[config.mk]
export PLATFORM = sky130hd
export DESIGN_NAME = hs_rr_arbiter_flat
export DESIGN_NICKNAME = d
export VERILOG_FILES = /design/src/rtl/hs_rr_arbiter_pkg.sv /design/src/rtl/hs_rr_arbiter_if.sv /design/src/rtl/hs_rr_arbiter_picker.sv /design/src/rtl/hs_rr_arbiter.sv /design/src/flat_wrapper.sv
export SDC_FILE = /design/constraint.sdc
export NUM_CORES = 1
export LEC_CHECK = 0
export ABC_AREA = 1
export BUFFER_PORTS_ARGS = -buffer_cell sky130_fd_sc_hd__buf_4
export CAP_MARGIN = 20
export CORE_ASPECT_RATIO = 0.5
export CORE_MARGIN = 4
export CORE_UTILIZATION = 40
export DETAILED_ROUTE_END_ITERATION = 6
export HOLD_SLACK_MARGIN = 0.03
export PLACE_DENSITY = 0.76
export SLEW_MARGIN = 20
export SYNTH_ARGS = -nofsm -noshare
export SYNTH_HDL_FRONTEND = slang
export SYNTH_HIERARCHICAL = 1
export SYNTH_SLANG_ARGS = --single-unit
export TNS_END_PERCENT = 50
[constraint.sdc]
create_clock -name clk -period 4.5 [get_ports clk]
set_input_delay 0.9 -clock clk [delete_from_list [all_inputs] [get_ports clk]]
set_output_delay 0.9 -clock clk [all_outputs]
set_load 0.02 [all_outputs]
[src/rtl/hs_rr_arbiter_pkg.sv]
// Shared types and default sizes for the round-robin 4-phase arbiter.
// The state encoding is shared so debug views agree across modules.
package hs_rr_arbiter_pkg;

   localparam int DEF_N_REQ  = 4;
   localparam int DEF_DATA_W = 8;

   typedef enum logic [1:0] {
      ARB_IDLE,
      ARB_REQ,
      ARB_HOLD,
      ARB_REL
   } arb_state_t;

   // Index width for n senders, never narrower than one bit.
   function automatic int idx_w(input int n);
      return (n > 1) ? $clog2(n) : 1;
   endfunction

endpackage

[src/rtl/hs_rr_arbiter_if.sv]
// Sender-side and receiver-side handshake bundle of the arbiter.
// slave is the arbiter view, master is the environment view.
interface hs_rr_arbiter_if
   import hs_rr_arbiter_pkg::*;
#(
   parameter int N_REQ  = DEF_N_REQ,
   parameter int DATA_W = DEF_DATA_W
) ();

   localparam int IDX_W = idx_w(N_REQ);

   logic [N_REQ-1:0]        s_req;
   logic [N_REQ*DATA_W-1:0] s_data;
   logic [N_REQ-1:0]        s_ack;
   logic                    m_req;
   logic [DATA_W-1:0]       m_data;
   logic                    m_ack;
   logic [IDX_W-1:0]        grant_id;
   logic                    busy;

   modport master (
      output s_req,
      output s_data,
      output m_ack,
      input  s_ack,
      input  m_req,
      input  m_data,
      input  grant_id,
      input  busy
   );

   modport slave (
      input  s_req,
      input  s_data,
      input  m_ack,
      output s_ack,
      output m_req,
      output m_data,
      output grant_id,
      output busy
   );

endinterface

[src/rtl/hs_rr_arbiter_picker.sv]
// Combinational round-robin pick: rotate by ptr, lowest-bit
// priority encode, then rotate the found offset back.
module rr_picker #(
   parameter int N_REQ = 4,
   parameter int IDX_W = 2
) (
   input  logic [N_REQ-1:0] req,
   input  logic [IDX_W-1:0] ptr,
   output logic             valid,
   output logic [IDX_W-1:0] winner
);

   localparam logic [IDX_W:0] N_W = (IDX_W+1)'(N_REQ);

   logic [N_REQ-1:0] rot;
   logic [IDX_W:0]   j;
   logic [IDX_W:0]   off;
   logic [IDX_W:0]   sum;

   // rot[i] is the sender i places after ptr, modulo N_REQ
   always_comb begin
      rot = '0;
      j   = '0;
      for (int i = 0; i < N_REQ; i++) begin
         j = (IDX_W+1)'(i) + {1'b0, ptr};
         if (j >= N_W) begin
            j = j - N_W;
         end
         rot[i] = req[j[IDX_W-1:0]];
      end
   end

   always_comb begin
      off = '0;
      for (int i = N_REQ - 1; i >= 0; i--) begin
         if (rot[i]) begin
            off = (IDX_W+1)'(i);
         end
      end
   end

   always_comb begin
      sum = off + {1'b0, ptr};
      if (sum >= N_W) begin
         sum = sum - N_W;
      end
      winner = sum[IDX_W-1:0];
      valid  = |req;
   end

endmodule

[src/rtl/hs_rr_arbiter.sv]
// Round-robin arbiter sharing one 4-phase req/ack receiver
// among N_REQ senders; grant held for the whole cycle.
module hs_rr_arbiter
   import hs_rr_arbiter_pkg::*;
#(
   parameter int N_REQ  = DEF_N_REQ,
   parameter int DATA_W = DEF_DATA_W
) (
   input logic            clk,
   input logic            rstn,
   hs_rr_arbiter_if.slave bus
);

   localparam int IDX_W = idx_w(N_REQ);
   localparam logic [IDX_W-1:0] LAST = IDX_W'(N_REQ - 1);

   arb_state_t        state_q, state_n;
   logic [IDX_W-1:0]  rr_ptr_q, rr_ptr_n;
   logic [IDX_W-1:0]  grant_q, grant_n;
   logic [DATA_W-1:0] data_q, data_n;
   logic [N_REQ-1:0]  s_ack_q, s_ack_n;
   logic              m_req_q, m_req_n;
   logic              busy_q, busy_n;

   logic              pick_valid;
   logic [IDX_W-1:0]  pick_idx;
   logic [DATA_W-1:0] pick_data;
   logic [N_REQ-1:0]  grant_oh;
   logic              grant_req;

   rr_picker #(
      .N_REQ (N_REQ),
      .IDX_W (IDX_W)
   ) u_pick (
      .req    (bus.s_req),
      .ptr    (rr_ptr_q),
      .valid  (pick_valid),
      .winner (pick_idx)
   );

   always_comb begin
      pick_data = '0;
      for (int i = 0; i < N_REQ; i++) begin
         if (pick_idx == IDX_W'(i)) begin
            pick_data = bus.s_data[i*DATA_W +: DATA_W];
         end
      end
   end

   always_comb begin
      grant_oh = '0;
      for (int i = 0; i < N_REQ; i++) begin
         grant_oh[i] = (grant_q == IDX_W'(i));
      end
      grant_req = |(bus.s_req & grant_oh);
   end

   always_comb begin
      state_n  = state_q;
      rr_ptr_n = rr_ptr_q;
      grant_n  = grant_q;
      data_n   = data_q;
      s_ack_n  = s_ack_q;
      m_req_n  = m_req_q;
      unique case (state_q)
         ARB_IDLE: begin
            if (pick_valid) begin
               grant_n = pick_idx;
               data_n  = pick_data;
               m_req_n = 1'b1;
               state_n = ARB_REQ;
            end
         end
         ARB_REQ: begin
            if (bus.m_ack) begin
               s_ack_n = grant_oh;
               state_n = ARB_HOLD;
            end
         end
         ARB_HOLD: begin
            if (!grant_req) begin
               m_req_n = 1'b0;
               state_n = ARB_REL;
            end
         end
         ARB_REL: begin
            // last winner becomes lowest priority
            if (!bus.m_ack) begin
               s_ack_n  = '0;
               rr_ptr_n = (grant_q == LAST) ? '0
                        : grant_q + IDX_W'(1);
               state_n  = ARB_IDLE;
            end
         end
         default: begin
            state_n = ARB_IDLE;
         end
      endcase
      busy_n = (state_n != ARB_IDLE);
   end

   always_ff @(posedge clk or negedge rstn) begin
      if (!rstn) begin
         state_q  <= ARB_IDLE;
         rr_ptr_q <= '0;
         grant_q  <= '0;
         data_q   <= '0;
         s_ack_q  <= '0;
         m_req_q  <= 1'b0;
         busy_q   <= 1'b0;
      end else begin
         state_q  <= state_n;
         rr_ptr_q <= rr_ptr_n;
         grant_q  <= grant_n;
         data_q   <= data_n;
         s_ack_q  <= s_ack_n;
         m_req_q  <= m_req_n;
         busy_q   <= busy_n;
      end
   end

   assign bus.s_ack    = s_ack_q;
   assign bus.m_req    = m_req_q;
   assign bus.m_data   = data_q;
   assign bus.grant_id = grant_q;
   assign bus.busy     = busy_q;

endmodule

[src/flat_wrapper.sv]
// flat-port wrapper written by rule: the top's interface ports become plain ports
module hs_rr_arbiter_flat import hs_rr_arbiter_pkg::*;
#(
   parameter int N_REQ  = DEF_N_REQ,
   parameter int DATA_W = DEF_DATA_W
)
  (clk, rstn, bus_s_req, bus_s_data, bus_m_ack, bus_s_ack, bus_m_req, bus_m_data, bus_grant_id, bus_busy);
  hs_rr_arbiter_if #(.N_REQ(N_REQ), .DATA_W(DATA_W)) bus_i ();
  input logic clk;
  input logic rstn;
  input wire logic [$bits(bus_i.s_req)-1:0] bus_s_req;
  input wire logic [$bits(bus_i.s_data)-1:0] bus_s_data;
  input wire logic [$bits(bus_i.m_ack)-1:0] bus_m_ack;
  output wire logic [$bits(bus_i.s_ack)-1:0] bus_s_ack;
  output wire logic [$bits(bus_i.m_req)-1:0] bus_m_req;
  output wire logic [$bits(bus_i.m_data)-1:0] bus_m_data;
  output wire logic [$bits(bus_i.grant_id)-1:0] bus_grant_id;
  output wire logic [$bits(bus_i.busy)-1:0] bus_busy;
  assign bus_i.s_req = bus_s_req;
  assign bus_i.s_data = bus_s_data;
  assign bus_i.m_ack = bus_m_ack;
  assign bus_s_ack = bus_i.s_ack;
  assign bus_m_req = bus_i.m_req;
  assign bus_m_data = bus_i.m_data;
  assign bus_grant_id = bus_i.grant_id;
  assign bus_busy = bus_i.busy;
  hs_rr_arbiter #(.N_REQ(N_REQ), .DATA_W(DATA_W)) u_core (.clk(clk), .rstn(rstn), .bus(bus_i));
endmodule
==> metrics.cfg, run 1 <==
[outcome]
status=complete, no violations

[clocking]
cts_repair_resize_count=0
tritoncts_clock_tree=yes
clkTransAtPathRegs_ps=70
postCtsSetupBuffers=0
worstSkewPairLatency_ps=260
cts-htree-levels=1
cts_made_buffers=3
clock-sinks=20
max-clock-path-buffers=2
cts_root_buf=sky130_fd_sc_hd__clkbuf_8
hold_fix_buffers_cts=0

[sta]
slew_headroom=0.666
final_max_slew_viol_count=0
final_min_period_over_clock_period=0.658
hold_ws_ps=473
post_layout_minimum_cycle_time_ps=2960
rsz0062_at_grt=false
finClkSkew_ps=6.42
fin_tns_setup_ps=0
worstMarginPinSlew_ps=499
timing_hold_violations_final=0
setup_viol_count_final=0
maximum_frequency_from_static_timing_analysis_mhz=338

[final_layout]
nets=315
area_growth_pct=33.5
final_cell_count_no_fill=317
n_antenna_cell=0
layout_cell_share_with_drive_strength_beyond_1=0.268
n_fill_cell=313

[grt]
grtUsageTotal=0.166
grt_remaining_overflow=0
grt_pass1_wl_um=6200
antenna_violations_before_repair=0
grt_pass1_vias=1452
maximum_number_of_pins_on_one_net_before_global_route_repair=21

[synth]
share_of_async_settable_or_async_resettable_flops_after_synthesis=1.00
synth_top_cells_by_count=sky130_fd_sc_hd__nand2_1 (90), sky130_fd_sc_hd__nor2_1 (30), sky130_fd_sc_hd__nand3_1 (29)
synth.net_count=260
yosys_register_bits=20
synth_top_area_frac=0.357
netlist_instances=216
synth.yosys.seq_area_share=0.357
post-synth-top-count-cell=sky130_fd_sc_hd__nand2_1
number_of_warnings_issued_by_yosys=6
synthFlopType=sky130_fd_sc_hd__dfrtp_1
post-synth-top-area-cell=sky130_fd_sc_hd__dfrtp_1
netlist_top_cells_area=sky130_fd_sc_hd__dfrtp_1 (36%), sky130_fd_sc_hd__nand2_1 (24%), sky130_fd_sc_hd__nand3_1 (10%), sky130_fd_sc_hd__nor2_1 (8.0%), sky130_fd_sc_hd__ha_1 (4.5%)
mappedNetlistArea_um2=1400
synth-edff-count=0
number_of_distinct_library_cells_after_synthesis=18
avgSynthCellArea_um2=6.49

[critical_path]
r2r.worst_path.cells=16
endpoint_kind=register
timing.rr.end=u_core/bus.m_data[4]
arrival_ps=3150
required_ps=4690
critPathCapture=u_core/bus.m_data[4]
critical_path.reg2reg.startpoint=u_core/rr_ptr_q[0]
setup.worst_path.class=in2reg
worst_setup_path_start=bus_s_req[1]
path_max_fanout=12
critical_path.startpoint_type=input pin
reg2reg_slack_ps=1680

[floorplan]
top_level_ports=55
number_of_placement_rows=14
start_util=0.442
core_area_um2=3170
die_y_um=49.9
dieWidth_um=91.7
die_area_um2=4580

[hold_path]
holdCritPathClass=reg2reg

[pwr]
switching_power_uw=813
power.share.switching=0.537
power_density_nw_per_um2=809
clock_power_share=0.076
internal_power_uw=701
power.leakage_uw=0.00104
ir_drop_mv=0.389
power.share.sequential=0.234
power_uw=1510
power_frac_comb=0.690

[detailed_routing]
drc=0
detailroute.via_count=1529
finalWirelength_um=3620
drt-wirelength-per-cell_um=11.4
viasPerCell=4.82
drt-initial-drc-count=59
drt.antenna.violating_nets=0
dr.pass1.iters=5

[placed_design]
place.gp.congestion=0.909
place.detailed.instances=314
placement.io_buffers=54
hpwl_um=2940

[job]
max_cap_viol_count=0

per-layer routing:
metal / track usage / vias to the layer above / wire, um
met3: 0.0441 / 4 / 260
li1: - / 781 / -
met5: 0 / - / 0
met2: 0.272 / 55 / 1680
met1: 0.222 / 689 / 1650
met4: 0.0320 / 0 / 29
placed cells by master, fill, tap and decap left out:
cell type,instances
sky130_fd_sc_hd__nand3_1,29
sky130_fd_sc_hd__nand4_1,1
sky130_fd_sc_hd__nor2_4,2
sky130_fd_sc_hd__nand2_2,6
sky130_fd_sc_hd__inv_1,13
sky130_fd_sc_hd__xor2_1,1
sky130_fd_sc_hd__o21ai_0,6
sky130_fd_sc_hd__inv_8,1
sky130_fd_sc_hd__o2111ai_1,1
sky130_fd_sc_hd__inv_2,5
sky130_fd_sc_hd__buf_4,54
sky130_fd_sc_hd__nor2_1,30
sky130_fd_sc_hd__ha_1,5
sky130_fd_sc_hd__dfrtp_1,20
sky130_fd_sc_hd__a21oi_1,1
sky130_fd_sc_hd__nand2_1,90
sky130_fd_sc_hd__clkbuf_8,3
sky130_fd_sc_hd__o21ai_2,1
kinds of logic after synthesis:
logic type               Yosys count  share of synthesized area
flip-flops                        20                      0.357
AND/OR/NAND/NOR                  158                      0.472
AO/OA/AOI/OAI                      9                     0.0375
buffers and inverters             23                     0.0830
adder cells (fa/ha/maj)            5                     0.0446
XOR/XNOR                           1                    0.00625
worst max-delay path, cell delays in order:
cell and delay [ps]:
sky130_fd_sc_hd__buf_4 120, sky130_fd_sc_hd__inv_1 90, sky130_fd_sc_hd__nand2_1 70, sky130_fd_sc_hd__nand2_1 90, sky130_fd_sc_hd__nand2_1 40, sky130_fd_sc_hd__nand2_1 90
sky130_fd_sc_hd__nand3_1 70, sky130_fd_sc_hd__a21oi_1 130, sky130_fd_sc_hd__ha_1 170, sky130_fd_sc_hd__xor2_1 210, sky130_fd_sc_hd__inv_1 60, sky130_fd_sc_hd__nand3_1 80
sky130_fd_sc_hd__nand2_1 220, sky130_fd_sc_hd__nor2_1 480, sky130_fd_sc_hd__nand2_1 110, sky130_fd_sc_hd__nand3_1 100, sky130_fd_sc_hd__nor2_1 50, sky130_fd_sc_hd__nor2_1 70
per-stage QoR:
| step | util | worst slack [ps] | instance area, um^2 |
|---|---|---|---|
| finish | 0.590 | 1540 | 1870 |
| global route | 0.590 | 1240 | 1870 |
| CTS | 0.590 | 1570 | 1870 |
| detailed placement | 0.577 | 1320 | 1830 |
| global placement | 0.577 | 1440 | 1830 |
| floorplan | - | 1970 | 1400 |
flip-flops by register name, indices dropped and copies added (netlist names):
signal               count
u_core/bus.m_data        8
u_core/bus.m_req         1
u_core/bus.s_ack         4
u_core/bus.grant_id      2
u_core/state_q           2
u_core/bus.busy          1
u_core/rr_ptr_q          2
worst min-delay path by stage:
stage / cells after the start / slack [ps] / from / endpoint
after floorplan: 2 / 520 / u_core/rr_ptr_q[0] / u_core/rr_ptr_q[0]
after global placement: 2 / 460 / u_core/bus.s_ack[0] / u_core/bus.s_ack[0]
after detailed placement: 2 / 460 / u_core/bus.s_ack[0] / u_core/bus.s_ack[0]
after CTS: 2 / 480 / u_core/bus.s_ack[0] / u_core/bus.s_ack[0]
after global routing: 2 / 510 / u_core/bus.m_req / u_core/bus.m_req
final: 2 / 470 / u_core/bus.s_ack[0] / u_core/bus.s_ack[0]
final cells by class:
type / instances / area, um^2 / share of cell area
Multi-Input combinational cell: 173 / 786 / 0.420
Timing Repair Buffer: 54 / 405 / 0.217
Clock buffer: 3 / 41.3 / 0.0221
Sequential cell: 20 / 500 / 0.267
Inverter: 19 / 78.8 / 0.0421
Tap cell: 48 / 60.1 / 0.0321
power by group through the flow:
stage | logic [uW] | registers, uW | clock network, uW
2_1_floorplan | 737 | 412 | 0
3_3_place_gp | 1020 | 353 | 0
3_5_place_dp | 1040 | 356 | 0
4_1_cts | 1040 | 354 | 121
5_1_grt | 1180 | 369 | 126
6_report | 1050 | 354 | 115
No activity file was read; power rests on OpenSTA's default activity.
==> run 2, diff against run 1 <==
ABC_AREA = 0   (was 1)
PLACE_DENSITY = 0.8   (was 0.76)
clock period = 2.6 ns   (was 4.5 ns; I/O delays follow)
==> run 2 against run 1 <==
Power increased by 54%. Routed wire length down 18%. Largest cell class unchanged. Cell count fell by 31%. Hold slack got worse by 350 ps. Clock-buffer cell count did not move. Non-clock buffer count up 4. First-iteration DRC count is 36% lower. Register-to-register slack got worse by 1400 ps. Critical endpoint is now u_core/bus.m_data[7].
==> metrics.cfg, run 2 <==
[grt]
antenna_violations_before_repair=0
grt_pass1_wl_um=4470
grt_pass1_vias=1029
grtUsageTotal=0.139
grt_remaining_overflow=0
maximum_number_of_pins_on_one_net_before_global_route_repair=21

[placed_design]
placement.io_buffers=54
hpwl_um=2290
post-place-ws_ps=164
place.gp.congestion=0.734
place.detailed.instances=215

[synth]
number_of_warnings_issued_by_yosys=6
share_of_async_settable_or_async_resettable_flops_after_synthesis=1.00
number_of_distinct_library_cells_after_synthesis=34
avgSynthCellArea_um2=10.3
synth_top_cells_by_count=sky130_fd_sc_hd__nand2_1 (35), sky130_fd_sc_hd__dfrtp_1 (20), sky130_fd_sc_hd__mux4_2 (8)
yosys_register_bits=20
synth.net_count=169
synth_top_area_frac=0.390
synth.yosys.seq_area_share=0.390
post-synth-top-area-cell=sky130_fd_sc_hd__dfrtp_1
mappedNetlistArea_um2=1280
netlist_top_cells_area=sky130_fd_sc_hd__dfrtp_1 (39%), sky130_fd_sc_hd__mux4_2 (14%), sky130_fd_sc_hd__nand2_1 (10%), sky130_fd_sc_hd__ha_1 (4.9%), sky130_fd_sc_hd__o2bb2ai_1 (2.7%)
netlist_instances=125
synth-edff-count=0
post-synth-top-count-cell=sky130_fd_sc_hd__nand2_1
synthFlopType=sky130_fd_sc_hd__dfrtp_1

[critical_path]
timing.critical_path.buf_inv=1
arrival_ps=2450
critical_path.startpoint_type=register
path_max_fanout=12
setup.worst_path.class=reg2reg
reg2reg_slack_ps=310
worstPathCellList=o311ai_0, o21ai_0, o221ai_1, ha_1, xnor2_1, xnor2_1, buf_4, mux4_2, nand2_1, nand2_1
worst_path_dominant_cell_family=compound AO/OA/AOI/OAI gates
cp_slowest_stage_delay_ps=510
critical-path-slowest-cell=sky130_fd_sc_hd__dfrtp_1
endpoint_kind=register
required_ps=2760

[sta]
post_layout_minimum_cycle_time_ps=2290
maximum_frequency_from_static_timing_analysis_mhz=436
slew_headroom=0.741
worstMarginPinSlew_ps=388
finClkSkew_ps=4.10
post_route_setup_slack_ps=308
fin_tns_setup_ps=0
final_min_period_over_clock_period=0.881
timing_hold_violations_final=0
setup_viol_count_final=0
hold_ws_ps=127
final_max_slew_viol_count=0
rsz0062_at_grt=false

[final_layout]
layout_cell_share_with_drive_strength_beyond_1=0.419
final_cell_count_no_fill=219
mostFrequentLayoutCell=sky130_fd_sc_hd__buf_4
largest_reg_flops=8
nets=224
area_growth_pct=40.0
commonest_cells_after_routing_fill_and_taps_aside=sky130_fd_sc_hd__buf_4 (57), sky130_fd_sc_hd__nand2_1 (35), sky130_fd_sc_hd__dfrtp_1 (20), sky130_fd_sc_hd__mux4_2 (8)
n_antenna_cell=0

[floorplan]
core_area_um2=3030
die_y_um=48.1
top_level_ports=55
dieWidth_um=88.1
die_area_um2=4230
number_of_placement_rows=14
start_util=0.424

[outcome]
status=complete, no violations

[hold_path]
holdCritPathClass=in2async

[clocking]
cts_repair_resize_count=0
max-clock-path-buffers=2
worstSkewPairLatency_ps=260
cts_root_buf=sky130_fd_sc_hd__clkbuf_8
postCtsSetupBuffers=0
hold_fix_buffers_cts=0
cts_made_buffers=3
cts-htree-levels=1
clkTransAtPathRegs_ps=70
tritoncts_clock_tree=yes
clock-sinks=20

[pwr]
power.leakage_uw=0.000852
ir_drop_mv=0.612
power_density_nw_per_um2=1290

[detailed_routing]
detailroute.via_count=1117
drt-initial-drc-count=38
drt-wirelength-per-cell_um=13.5
drc=0
drt.antenna.violating_nets=0
dr.pass1.iters=4
viasPerCell=5.10
finalWirelength_um=2970

[job]
max_cap_viol_count=0

==> run 2: cell count changes after synthesis, moves of 6 or more <==
cell                      before  now
sky130_fd_sc_hd__nand2_1      90   35
sky130_fd_sc_hd__nand3_1      29    0
sky130_fd_sc_hd__inv_1        13    3
sky130_fd_sc_hd__mux4_2        0    8
sky130_fd_sc_hd__nand2_2       6    0
sky130_fd_sc_hd__nor2_1       30    3
==> run 2: power breakdown <==
part	total, uW	leakage, uW	internal [uW]	switching (uW)
Sequential	618	0.000245	456	162
Combinational	1400	0.000571	755	645
Clock	308	0.0000357	206	103
==> run 2: worst reg2reg max path: stages (launching register included) <==
cell and delay [ps]:
sky130_fd_sc_hd__dfrtp_1 510, sky130_fd_sc_hd__o311ai_0 360, sky130_fd_sc_hd__o21ai_0 150, sky130_fd_sc_hd__o221ai_1 90, sky130_fd_sc_hd__ha_1 190, sky130_fd_sc_hd__xnor2_1 130, sky130_fd_sc_hd__xnor2_1 140, sky130_fd_sc_hd__buf_4 200
sky130_fd_sc_hd__mux4_2 310, sky130_fd_sc_hd__nand2_1 80, sky130_fd_sc_hd__nand2_1 50
==> run 2: metal layers <==
metal  routed length (um)  vias up  part of all wire  track usage
met4                   28        0            0.0094       0.0361
met1                 1310      523              0.44        0.176
met5                    0        -                 0            0
met3                  155        5             0.052       0.0361
li1                     -      558                 -            -
met2                 1470       31              0.50        0.244
==> run 2: worst paths after layout <==
check,startpoint,end,depth (start not counted)
setup / recovery,u_core/rr_ptr_q[0],u_core/bus.m_data[7],10
setup reg to reg,u_core/rr_ptr_q[0],u_core/bus.m_data[7],10
max in group asynchronous,rstn,u_core/bus.grant_id[0],1
hold reg to reg,u_core/bus.m_data[1],u_core/bus.m_data[1],2
min in group clk,u_core/bus.m_data[1],u_core/bus.m_data[1],2
hold / removal,rstn,u_core/bus.m_data[7],1
==> run 2: stage by stage <==
step | power [uW] | util | cell area [um^2]
6_report | 2330 | 0.593 | 1800
5_1_grt | 2490 | 0.593 | 1800
4_1_cts | 2350 | 0.593 | 1800
3_5_place_dp | 2030 | 0.569 | 1730
3_3_place_gp | 2000 | 0.569 | 1730
2_1_floorplan | 1600 | - | 1280
==> run 2: cells by family after synthesis <==
logic type      Yosys count  synth area share
mux                      11             0.170
flops                    20             0.390
simple gates             52             0.191
fa+ha+maj                 5            0.0487
buf+inv                  11            0.0526
xor+xnor                  3            0.0205
compound gates           23             0.128
==> run 2: cell type report <==
type / count / area (um^2)
inverters: 3 / 11.3
multi-input cells: 94 / 716
flip-flops and latches: 20 / 500
clock buffers: 3 / 41.3
clock inverters: 1 / 30.0
repair buffers: 58 / 448
well taps: 40 / 50.0
fillers: 263 / 1230
